$ cat src/rtl/rotation_sequencer_if.sv
// Control and angle-output bundle between game-state logic and the rotation sequencer.
// master = game-state side driving controls, slave = sequencer producing the angle.
interface rotation_sequencer_if;
  logic       frame_start;
  logic       run;
  logic [3:0] speed_in;
  logic       speed_load;
  logic       flip_req;
  logic [9:0] rotation_offset;
  logic       direction;
  logic [3:0] cur_speed;
  logic       flipping;
  logic       update_strobe;

  modport master (
    output frame_start, run, speed_in, speed_load, flip_req,
    input  rotation_offset, direction, cur_speed, flipping, update_strobe
  );

  modport slave (
    input  frame_start, run, speed_in, speed_load, flip_req,
    output rotation_offset, direction, cur_speed, flipping, update_strobe
  );
endinterface

$ cat src/rtl/rotation_sequencer.sv
// Playfield rotation angle: per-frame stepping with decel/reverse/accel flips; result visible
// one cycle after frame_start. No backpressure: frame_start and control pulses are always accepted.
module rotation_sequencer #(
  parameter int SPEED_DEFAULT = 4,
  parameter int MAX_SPEED     = 15,
  parameter int FLIP_PERIOD   = 180
) (
  input logic                 Clk,
  input logic                 Reset_n,
  rotation_sequencer_if.slave bus
);

  typedef enum logic [1:0] {
    IDLE       = 2'd0,
    SPIN       = 2'd1,
    FLIP_DECEL = 2'd2,
    FLIP_ACCEL = 2'd3
  } state_t;

  state_t      state_q, state_d;
  logic [9:0]  offset_q, offset_d;
  logic        dir_q, dir_d;
  logic [3:0]  spd_q, spd_d;
  logic [3:0]  tgt_q, tgt_d;
  logic [15:0] cnt_q, cnt_d;
  logic        pend_q, pend_d;
  logic        strobe_q, strobe_d;

  logic [3:0]  load_val;
  logic [3:0]  step_spd;
  logic        do_step;

  // Offsets where one of the mapper's boundary slopes hits a tangent singularity.
  function automatic logic is_forbidden(input logic [9:0] v);
    case (v)
      10'd85, 10'd256, 10'd427, 10'd597, 10'd768, 10'd939: return 1'b1;
      default: return 1'b0;
    endcase
  endfunction

  // Forbidden values are far apart, so a single nudge in the travel direction always clears them.
  function automatic logic [9:0] step_offset(input logic [9:0] cur, input logic [3:0] spd,
                                             input logic dir);
    logic [9:0] raw;
    raw = dir ? (cur - {6'd0, spd}) : (cur + {6'd0, spd});
    if (is_forbidden(raw)) raw = dir ? (raw - 10'd1) : (raw + 10'd1);
    return raw;
  endfunction

  assign load_val = (bus.speed_in > 4'(MAX_SPEED)) ? 4'(MAX_SPEED) : bus.speed_in;

  always_comb begin
    state_d  = state_q;
    offset_d = offset_q;
    dir_d    = dir_q;
    spd_d    = spd_q;
    tgt_d    = tgt_q;
    cnt_d    = cnt_q;
    pend_d   = pend_q;
    strobe_d = 1'b0;
    step_spd = spd_q;
    do_step  = 1'b0;

    if (bus.speed_load) begin
      tgt_d = load_val;
      if (state_q == IDLE || state_q == SPIN) spd_d = load_val;
    end

    if (bus.flip_req && state_q == SPIN) pend_d = 1'b1;

    if (bus.frame_start) begin
      if (!bus.run) begin
        state_d = IDLE;
        spd_d   = tgt_d;
        cnt_d   = 16'd0;
        pend_d  = 1'b0;
      end else begin
        case (state_q)
          IDLE: state_d = SPIN;
          SPIN: begin
            do_step = 1'b1;
            cnt_d   = cnt_q + 16'd1;
            if (bus.flip_req || pend_q ||
                (FLIP_PERIOD != 0 && cnt_q == 16'(FLIP_PERIOD - 1))) begin
              state_d = FLIP_DECEL;
              cnt_d   = 16'd0;
              pend_d  = 1'b0;
            end
          end
          FLIP_DECEL: begin
            if (spd_q == 4'd0) begin
              dir_d   = ~dir_q;
              state_d = FLIP_ACCEL;
            end else begin
              do_step = 1'b1;
              spd_d   = spd_q - 4'd1;
            end
          end
          FLIP_ACCEL: begin
            // A target lowered mid-flip below the ramp snaps the speed straight down.
            step_spd = (spd_q >= tgt_q) ? tgt_q : (spd_q + 4'd1);
            do_step  = 1'b1;
            spd_d    = step_spd;
            if (step_spd >= tgt_q) state_d = SPIN;
          end
          default: state_d = IDLE;
        endcase
      end

      if (do_step) begin
        offset_d = step_offset(offset_q, step_spd, dir_q);
        strobe_d = (offset_d != offset_q);
      end
    end
  end

  always_ff @(posedge Clk or negedge Reset_n) begin
    if (!Reset_n) begin
      state_q  <= IDLE;
      offset_q <= 10'd0;
      dir_q    <= 1'b0;
      spd_q    <= 4'(SPEED_DEFAULT);
      tgt_q    <= 4'(SPEED_DEFAULT);
      cnt_q    <= 16'd0;
      pend_q   <= 1'b0;
      strobe_q <= 1'b0;
    end else begin
      state_q  <= state_d;
      offset_q <= offset_d;
      dir_q    <= dir_d;
      spd_q    <= spd_d;
      tgt_q    <= tgt_d;
      cnt_q    <= cnt_d;
      pend_q   <= pend_d;
      strobe_q <= strobe_d;
    end
  end

  assign bus.rotation_offset = offset_q;
  assign bus.direction       = dir_q;
  assign bus.cur_speed       = spd_q;
  assign bus.flipping        = (state_q == FLIP_DECEL) || (state_q == FLIP_ACCEL);
  assign bus.update_strobe   = strobe_q;

endmodule

$ cat src/flat_wrapper.sv
// flat-port wrapper written by rule: the top's interface ports become plain ports
module rotation_sequencer_flat 
#(
  parameter int SPEED_DEFAULT = 4,
  parameter int MAX_SPEED     = 15,
  parameter int FLIP_PERIOD   = 180
)
  (Clk, Reset_n, bus_frame_start, bus_run, bus_speed_in, bus_speed_load, bus_flip_req, bus_rotation_offset, bus_direction, bus_cur_speed, bus_flipping, bus_update_strobe);
  rotation_sequencer_if bus_i ();
  input logic Clk;
  input logic Reset_n;
  input wire logic [$bits(bus_i.frame_start)-1:0] bus_frame_start;
  input wire logic [$bits(bus_i.run)-1:0] bus_run;
  input wire logic [$bits(bus_i.speed_in)-1:0] bus_speed_in;
  input wire logic [$bits(bus_i.speed_load)-1:0] bus_speed_load;
  input wire logic [$bits(bus_i.flip_req)-1:0] bus_flip_req;
  output wire logic [$bits(bus_i.rotation_offset)-1:0] bus_rotation_offset;
  output wire logic [$bits(bus_i.direction)-1:0] bus_direction;
  output wire logic [$bits(bus_i.cur_speed)-1:0] bus_cur_speed;
  output wire logic [$bits(bus_i.flipping)-1:0] bus_flipping;
  output wire logic [$bits(bus_i.update_strobe)-1:0] bus_update_strobe;
  assign bus_i.frame_start = bus_frame_start;
  assign bus_i.run = bus_run;
  assign bus_i.speed_in = bus_speed_in;
  assign bus_i.speed_load = bus_speed_load;
  assign bus_i.flip_req = bus_flip_req;
  assign bus_rotation_offset = bus_i.rotation_offset;
  assign bus_direction = bus_i.direction;
  assign bus_cur_speed = bus_i.cur_speed;
  assign bus_flipping = bus_i.flipping;
  assign bus_update_strobe = bus_i.update_strobe;
  rotation_sequencer #(.SPEED_DEFAULT(SPEED_DEFAULT), .MAX_SPEED(MAX_SPEED), .FLIP_PERIOD(FLIP_PERIOD)) u_core (.Clk(Clk), .Reset_n(Reset_n), .bus(bus_i));
endmodule
$ cat config.mk
export PLATFORM = sky130hd
export DESIGN_NAME = rotation_sequencer_flat
export DESIGN_NICKNAME = d
export VERILOG_FILES = /design/src/rtl/rotation_sequencer_if.sv /design/src/rtl/rotation_sequencer.sv /design/src/flat_wrapper.sv
export SDC_FILE = /design/constraint.sdc
export NUM_CORES = 1
export LEC_CHECK = 0
export ABC_AREA = 0
export CAP_MARGIN = 20
export CELL_PAD_IN_SITES_DETAIL_PLACEMENT = 0
export CELL_PAD_IN_SITES_GLOBAL_PLACEMENT = 2
export CORE_ASPECT_RATIO = 0.9
export CORE_MARGIN = 1
export CORE_UTILIZATION = 35
export DETAILED_ROUTE_END_ITERATION = 16
export PLACE_DENSITY = 0.75
export SLEW_MARGIN = 15
export SYNTH_ARGS = -nofsm -noshare
export SYNTH_HDL_FRONTEND = slang
export SYNTH_SLANG_ARGS = --single-unit
$ cat constraint.sdc
create_clock -name Clk -period 7.2 [get_ports Clk]
set_input_delay 1.44 -clock Clk [delete_from_list [all_inputs] [get_ports Clk]]
set_output_delay 1.44 -clock Clk [all_outputs]
set_load 0.05 [all_outputs]
## Word level (Yosys, flattened, before mapping)

Index checks and enable logic that the tools add are counted.

| storage, ports and cells | value |
|---|---|
| flip-flop bits (word level) | 39 |
| word-level logic and storage cells | 86 |
| bits of input ports | 10 |
| output and inout port bits | 17 |

| operators by class | value |
|---|---|
| reductions and logical operators | 13 |
| bitwise logic cells | 1 |
| multiplexer cells | 39 |
| magnitude comparators | 3 |
| $add $sub $neg | 7 |
| eq/ne operators | 15 |

Operators by type and width:

| operator | number |
|---|---|
| 10-bit two-way mux | 5 |
| 16-bit two-way mux | 3 |
| 4-bit two-way mux | 11 |
| 10-bit equality test (second input constant) | 3 |
| 10-bit by 9-bit equality test with 1-bit output (second input constant) | 2 |
| 16-bit by 1-bit adder with 16-bit output (second input constant) | 1 |
| 16-bit by 8-bit equality test with 1-bit output (second input constant) | 1 |
| 1-bit two-way mux | 13 |
| 10-bit by 1-bit adder with 10-bit output (second input constant) | 1 |
| 10-bit by 4-bit adder with 10-bit output | 1 |
| 10-bit by 7-bit equality test with 1-bit output (second input constant) | 1 |
| 10-bit != test | 1 |
| 10-bit by 1-bit subtractor with 10-bit output (second input constant) | 1 |
| 10-bit by 4-bit subtractor with 10-bit output | 1 |
| 4-bit >= comparator | 2 |
| 2-bit two-way mux | 4 |
| 2-bit case mux with 4 select lines | 1 |
| 4-bit case mux with 2 select lines | 1 |
| 4-bit AND reduction | 2 |
| 3-bit by 2-bit != test with 1-bit output (second input constant) | 2 |
| 6-bit OR reduction | 1 |
| 4-bit by 1-bit adder with 4-bit output (second input constant) | 1 |
| 2-bit equality test (second input constant) | 2 |
| 4-bit > comparator (second input constant) | 1 |
| 12 further kinds | 16 |

## Longest topological paths before layout

Gate-level depths: netlist of the first run.

| depth | value |
|---|---|
| word-level depth | 18 |
| mapped depth | 29 |
| gate-level depth less buffers | 27 |

## Least setup slack after synthesis of the first run

No wires, ideal clock.

| timing path | value |
|---|---|
| path kind | register to register |
| from | register u_core.spd_q[0] (netlist: u_core.bus.cur_speed[0]) |
| to | register u_core.offset_q[9] (netlist: u_core.bus.rotation_offset[9]) |
| library setup time | 0.140 ns |
| path buffers | 1 |
| required time | 7.060 ns |
| slack | 1.228 ns |
| arrival time | 5.832 ns |
| period minus slack after synthesis | 5.972 ns |
| cell stages (with the launch flop) | 28 |
| cells stage by stage | dfrtp_1 clkbuf_1 inv_1 ha_1 nor2b_1 o21ai_0 a21o_1 mux2_2 mux2i_1 ha_1 a21o_1 fa_1 nand2b_1 a211oi_1 o21a_1 or2_1 inv_1 ha_1 nor2_1 nand2_1 o21ai_0 o21bai_1 a21oi_1 xnor2_1 a211oi_1 xnor2_1 nand2_1 xnor2_1 |

| on the way | value |
|---|---|
| word-level cells in the longest chain between the ends | 15 |
| elaborated cells between the ends (all ways) | 31 |
| classes of those cells | 5 x add/sub; 1 x order compare; 6 x eq/ne; 16 x mux; 3 x reduce/logical |

RTL lines:

| element | RTL line | text |
|---|---|---|
| from (decl) | rotation_sequencer.sv:23 | `logic [3:0] spd_q, spd_d;` |
| from (signal assigned) | rotation_sequencer.sv:122 | `spd_q <= 4'(SPEED_DEFAULT);` |
| from (signal assigned) | rotation_sequencer.sv:131 | `spd_q <= spd_d;` |
| 4-bit by 1-bit adder with 4-bit output or 4-bit >= comparator (tied branches) | rotation_sequencer.sv:101 | `step_spd = (spd_q >= tgt_q) ? tgt_q : (spd_q + 4'd1);` |
| 4-bit two-way mux | rotation_sequencer.sv:101 |  |
| 4-bit two-way mux | rotation_sequencer.sv:78 | `case (state_q)` |
| 4-bit two-way mux | rotation_sequencer.sv:72 | `if (!bus.run) begin` |
| 4-bit two-way mux | rotation_sequencer.sv:71 | `if (bus.frame_start) begin` |
| 10-bit by 4-bit adder with 10-bit output or 10-bit by 4-bit subtractor with 10-bit output (tied branches) | rotation_sequencer.sv:45 | `raw = dir ? (cur - {6'd0, spd}) : (cur + {6'd0, spd});` |
| 10-bit two-way mux | rotation_sequencer.sv:45 |  |
| 10-bit by 7-bit equality test with 1-bit output, or another cell as far along | rotation_sequencer.sv:35 | `case (v)` |
| 6-bit OR reduction | rotation_sequencer.sv:35 |  |
| 1-bit two-way mux | rotation_sequencer.sv:35 |  |
| 1-bit two-way mux | rotation_sequencer.sv:110 | `if (do_step) begin` |
| 1-bit two-way mux | rotation_sequencer.sv:71 |  |
| 10-bit two-way mux | rotation_sequencer.sv:46 | `if (is_forbidden(raw)) raw = dir ? (raw - 10'd1) : (raw + 10'd1);` |
| 10-bit two-way mux | rotation_sequencer.sv:110 |  |
| 10-bit two-way mux | rotation_sequencer.sv:71 |  |
| to (signal assigned) | rotation_sequencer.sv:129 | `offset_q <= offset_d;` |
| to (decl) | rotation_sequencer.sv:21 | `logic [9:0] offset_q, offset_d;` |

Parallel ways exist; a longest one is shown, timed or not. The select of a mux whose other input is x is not followed.
A chain may end at the register's enable or synchronous reset.

## Worst setup path in the final report of the first run

| timing path | value |
|---|---|
| from | input bus_run |
| to | register u_core.strobe_q (netlist: u_core.bus.update_strobe) |

| on the way | value |
|---|---|
| word-level cells in the longest chain between the ends | 15 |
| elaborated cells between the ends (all ways) | 26 |
| classes of those cells | 4 x add/sub; 7 x eq/ne; 14 x mux; 1 x reduce/logical |

RTL lines:

| element | RTL line | text |
|---|---|---|
| from (decl) | flat_wrapper.sv:13 | `input wire logic [$bits(bus_i.run)-1:0] bus_run;` |
| 4-bit two-way mux | rotation_sequencer.sv:72 |  |
| 4-bit two-way mux | rotation_sequencer.sv:71 |  |
| 10-bit by 4-bit adder with 10-bit output or 10-bit by 4-bit subtractor with 10-bit output (tied branches) | rotation_sequencer.sv:45 |  |
| 10-bit two-way mux | rotation_sequencer.sv:45 |  |
| 10-bit by 7-bit equality test with 1-bit output, or another cell as far along | rotation_sequencer.sv:35 |  |
| 6-bit OR reduction | rotation_sequencer.sv:35 |  |
| 1-bit two-way mux | rotation_sequencer.sv:35 |  |
| 1-bit two-way mux | rotation_sequencer.sv:110 |  |
| 1-bit two-way mux | rotation_sequencer.sv:71 |  |
| 10-bit two-way mux | rotation_sequencer.sv:46 |  |
| 10-bit two-way mux | rotation_sequencer.sv:110 |  |
| 10-bit two-way mux | rotation_sequencer.sv:71 |  |
| 10-bit != test | rotation_sequencer.sv:112 | `strobe_d = (offset_d != offset_q);` |
| 1-bit two-way mux * | rotation_sequencer.sv:110 |  |
| 1-bit two-way mux * | rotation_sequencer.sv:71 |  |
| net u_core.strobe_d | rotation_sequencer.sv:27 | `logic strobe_q, strobe_d;` |
| to (signal assigned) | rotation_sequencer.sv:135 | `strobe_q <= strobe_d;` |
| to (decl) | rotation_sequencer.sv:27 |  |

Mark *: on every way through the listed nets, which the timed path passes. The rest lies on a longest branch. The select of a mux whose other input is x is not followed.

==> flow_summary_export.csv, run 1 <==
group,metric,value,unit
run_status,status,"finished, final reports clean",
clock_network,numCtsBuffers,5,
layout,drive_gt1_frac,0.0846,
clock_network,cts_root_buf,"clkbuf_16",
worst_hold_path,min_from,"u_core.bus.rotation_offset[9]",
route,num_vias,3450,
timing,fin_worst_skew,0.00888,ns
timing,max_freq,0.155,GHz
clock_network,h-tree-depth,2,
place,port-buffer-count,26,
yosys,synth_flop_cell,"dfrtp_1",
yosys,muxShareOfSynthArea,0.0487,
place,pre_cts_ws,0.475,ns
global_route,grt_max_degree,40,
timing,finalCriticalPeriod,6.46,ns
timing,fin_setup_tns,0,ns
clock_network,cts_resized,0,
yosys,ys_types,65,
clock_network,cts_tree,"done",
floorplanning,die_w,114,um
clock_network,clockBufferDepth,2,
critical_path,arrival,6.60,ns
place,dp_hpwl,8100,um
critical_path,critical_path.max_fanout,4,
global_route,grt_pass1_wl,17200,um
route,wl,10300,um
yosys,synthAdderAreaFrac,0.125,
yosys,synthSimpleGateAreaFrac,0.225,
critical_path,worstPathRequired,7.34,ns
yosys,synth_compound_area_frac,0.223,
critical_path,r2r_start,"u_core.bus.cur_speed[0]",
yosys,synth_top_family_by_area,"simple AND/OR/NAND/NOR gates",
worst_hold_path,hold_path_depth,1,
timing,worst_pin_slew,0.918,ns
floorplanning,start_util,0.362,
critical_path,reg2regPathDepth,26,
layout,diodes,0,
global_route,antenna_found_initial,0,
yosys,syn_avg_cell_area,8.18,um^2
place,routabilityCongestion,0.838,
critical_path,endpoint_kind,"flop",
timing,slew_violations,0,
critical_path,crit_type,"input port to flop",
yosys,yosysWarnings,0,
floorplanning,core_area,10900,um^2
timing,setup_viol,0,
yosys,postSynthCellCount,480,
floorplanning,pin_count,27,
floorplanning,row_count,36,
global_route,track_usage,0.190,
route,ant_nets,0,
yosys,synth_area_leaders,"dfrtp_1 (24%), ha_1 (11%), nor2_1 (5.6%)",
yosys,yosysTopAreaCellShare,0.236,
floorplanning,die_h,102,um
critical_path,critPathLaunch,"bus_run",
critical_path,start_kind,"input port",
route,wire_per_inst,15.6,um
layout,final_nets,555,
clock_network,path_clk_slew,0.06,ns
timing,period_share,0.897,
route,route.detailed.drc,0,
yosys,synth_nets,528,
layout,multi_input_area,2760,um^2
yosys,synth-seq-cells,39,
yosys,synthArstFlopShare,1.00,
route,firstDrtPassIters,4,
yosys,synth-xor-area-share,0.0803,
layout,fillers,1150,
clock_network,cts_setup_buffers,0,
global_route,first_global_vias,3393,
yosys,post-synth-top-area-cell,"dfrtp_1",
worst_hold_path,hold_class,"flop to flop",
yosys,ys_seq_area_frac,0.249,
flow_run,drv_cap,0,
yosys,synth.cell_area,3930,um^2
clock_network,clock_sinks,39,
timing,final-hold-violation-count,0,
global_route,grt-ovfl-total,0,
timing,setup_slack,0.741,ns
layout,register_area,978,um^2
layout,syn_to_final_growth,14.8,%
timing,rsz0062_at_grt,"no",
yosys,synth_edf_count,0,
clock_network,clock_latency,0.29,ns
route,vias_per_cell,5.23,
floorplanning,die-area,11600,um^2
route,drtIter0Drc,112,
timing,relSlewSlack,0.388,
clock_network,cts.hold.buffers_added,0,
==> worst max-delay path, stage by stage <==
cell and delay [ns]:
clkdlybuf4s50_1 0.47, inv_1 0.09, nor2_1 0.26, o21ai_0 0.14, mux2_2 0.31, ha_1 0.28
a21o_1 0.21, fa_1 0.46, nand2b_1 0.19, a211oi_1 0.47, o21a_1 0.19, or2_1 0.16
inv_1 0.12, ha_1 0.23, nor2_1 0.16, nand2_1 0.06, o21ai_0 0.22, o21bai_1 0.11
a21oi_1 0.18, xnor2_1 0.08, a211oi_1 0.25, xnor2_1 0.15, a2111oi_4 0.22, a41oi_2 0.13
==> path summary, 6_finish.rpt <==
kind	endpoint	slack, ns
setup reg to reg	u_core.bus.update_strobe	0.88
hold / removal	u_core.bus.rotation_offset[9]	0.47
max in group asynchronous	u_core.tgt_q[1]	5.34
min in group asynchronous	u_core.bus.rotation_offset[8]	1.28
hold reg to reg	u_core.bus.rotation_offset[9]	0.47
setup / recovery	u_core.bus.update_strobe	0.74
==> layout by cell type, fill, tap and decap left out, types with 3 or more instances in the layout <==
master,count
nor2_1,59
nand2_1,41
dfrtp_1,37
o21ai_0,36
ha_1,36
a21oi_1,27
inv_1,26
clkdlybuf4s50_1,25
xnor2_1,24
nand3_1,15
xor2_1,12
o211ai_1,12
nand2b_1,11
nor3_1,10
nor2b_1,9
mux2i_1,9
mux2_2,7
buf_4,7
o21a_1,6
a21o_1,5
a211oi_1,5
nand4_1,5
or3_1,5
o221ai_1,5
clkbuf_16,5
or2_2,4
or2_1,3
nor3b_1,3
a221oi_1,3
o22ai_1,3
and3_1,3
nor4_1,3
a22oi_1,3
==> cell families (layout without fill, tap and decap cells) <==
family | Yosys count | in the layout
mux | 17 | 17
fa+ha+maj | 38 | 38
compound gates | 127 | 127
xor+xnor | 36 | 36
simple gates | 180 | 180
flops | 39 | 39
buf+inv | 43 | 71
==> stage by stage <==
stage	std cells	hold WS, ns	area (um^2)	util
after global placement	652	0.464	4350	0.401
final	660	0.471	4510	0.415
after floorplan	480	0.447	3930	-
after detailed placement	652	0.470	4350	0.401
after CTS	660	0.482	4510	0.415
after global routing	660	0.492	4510	0.415
==> per-layer routing <==
layer	up-vias	wire length [um]	global-route usage	share of wire
li1	1782	-	-	-
met1	1593	5160	0.248	0.50
met2	54	4720	0.329	0.46
met3	21	222	0.0247	0.021
met4	0	226	0.0577	0.022
met5	-	0	0	0
==> cell usage after synthesis, drive strengths merged (2+ instances only) <==
| cell type | number |
|---|---|
| ha | 36 |
| buf | 5 |
| o21a | 6 |
| nand2b | 11 |
| nand4 | 5 |
| mux2i | 10 |
| nand2 | 41 |
| xnor2 | 24 |
| nor4 | 4 |
| o211ai | 12 |
| dfrtp | 37 |
| and2 | 2 |
| nor3b | 3 |
| dfstp | 2 |
| mux2 | 7 |
| inv | 29 |
| a41oi | 2 |
| a2111oi | 2 |
| xor2 | 12 |
| a21o | 5 |
| or3 | 5 |
| a21oi | 29 |
| or2 | 7 |
| nor2b | 9 |
| nor2 | 59 |
| and3 | 3 |
| o221ai | 5 |
| a22oi | 3 |
| clkbuf | 8 |
| nor3 | 10 |
| o32ai | 2 |
| o22ai | 3 |
| a211oi | 6 |
| nand4b | 2 |
| a221oi | 3 |
| or4 | 2 |
| o21ai | 38 |
| nand3 | 15 |
| fa | 2 |
==> sequential cells by signal (all words and copies together), names as in the netlist <==
signal	cells
u_core.bus.cur_speed	4
u_core.pend_q	1
u_core.bus.rotation_offset	10
u_core.cnt_q	16
u_core.tgt_q	4
u_core.state_q	2
u_core.bus.direction	1
u_core.bus.update_strobe	1
==> layout make-up <==
type | count | area share
Inverter | 30 | 0.0261
Clock buffer | 6 | 0.0308
Tap cell | 152 | 0.0422
Timing Repair Buffer | 33 | 0.0683
Multi-Input combinational cell | 398 | 0.612
Sequential cell | 39 | 0.217
Clock inverter | 2 | 0.00361
Power of run 1 is left out: the tool's default activity adds up to more than one toggle a clock period on the data nets, which glitch-free logic cannot reach.
==> run 2: changes to the inputs <==
--- a/config.mk
+++ b/config.mk
@@ -18,3 +18,4 @@
 export SYNTH_ARGS = -nofsm -noshare
 export SYNTH_HDL_FRONTEND = slang
 export SYNTH_SLANG_ARGS = --single-unit
+export TNS_END_PERCENT = 10
==> results of run 2 <==
Same layout as run 1: the final DEF is identical, and so are final timing and power.
Power of run 2 is left out for the same reason.
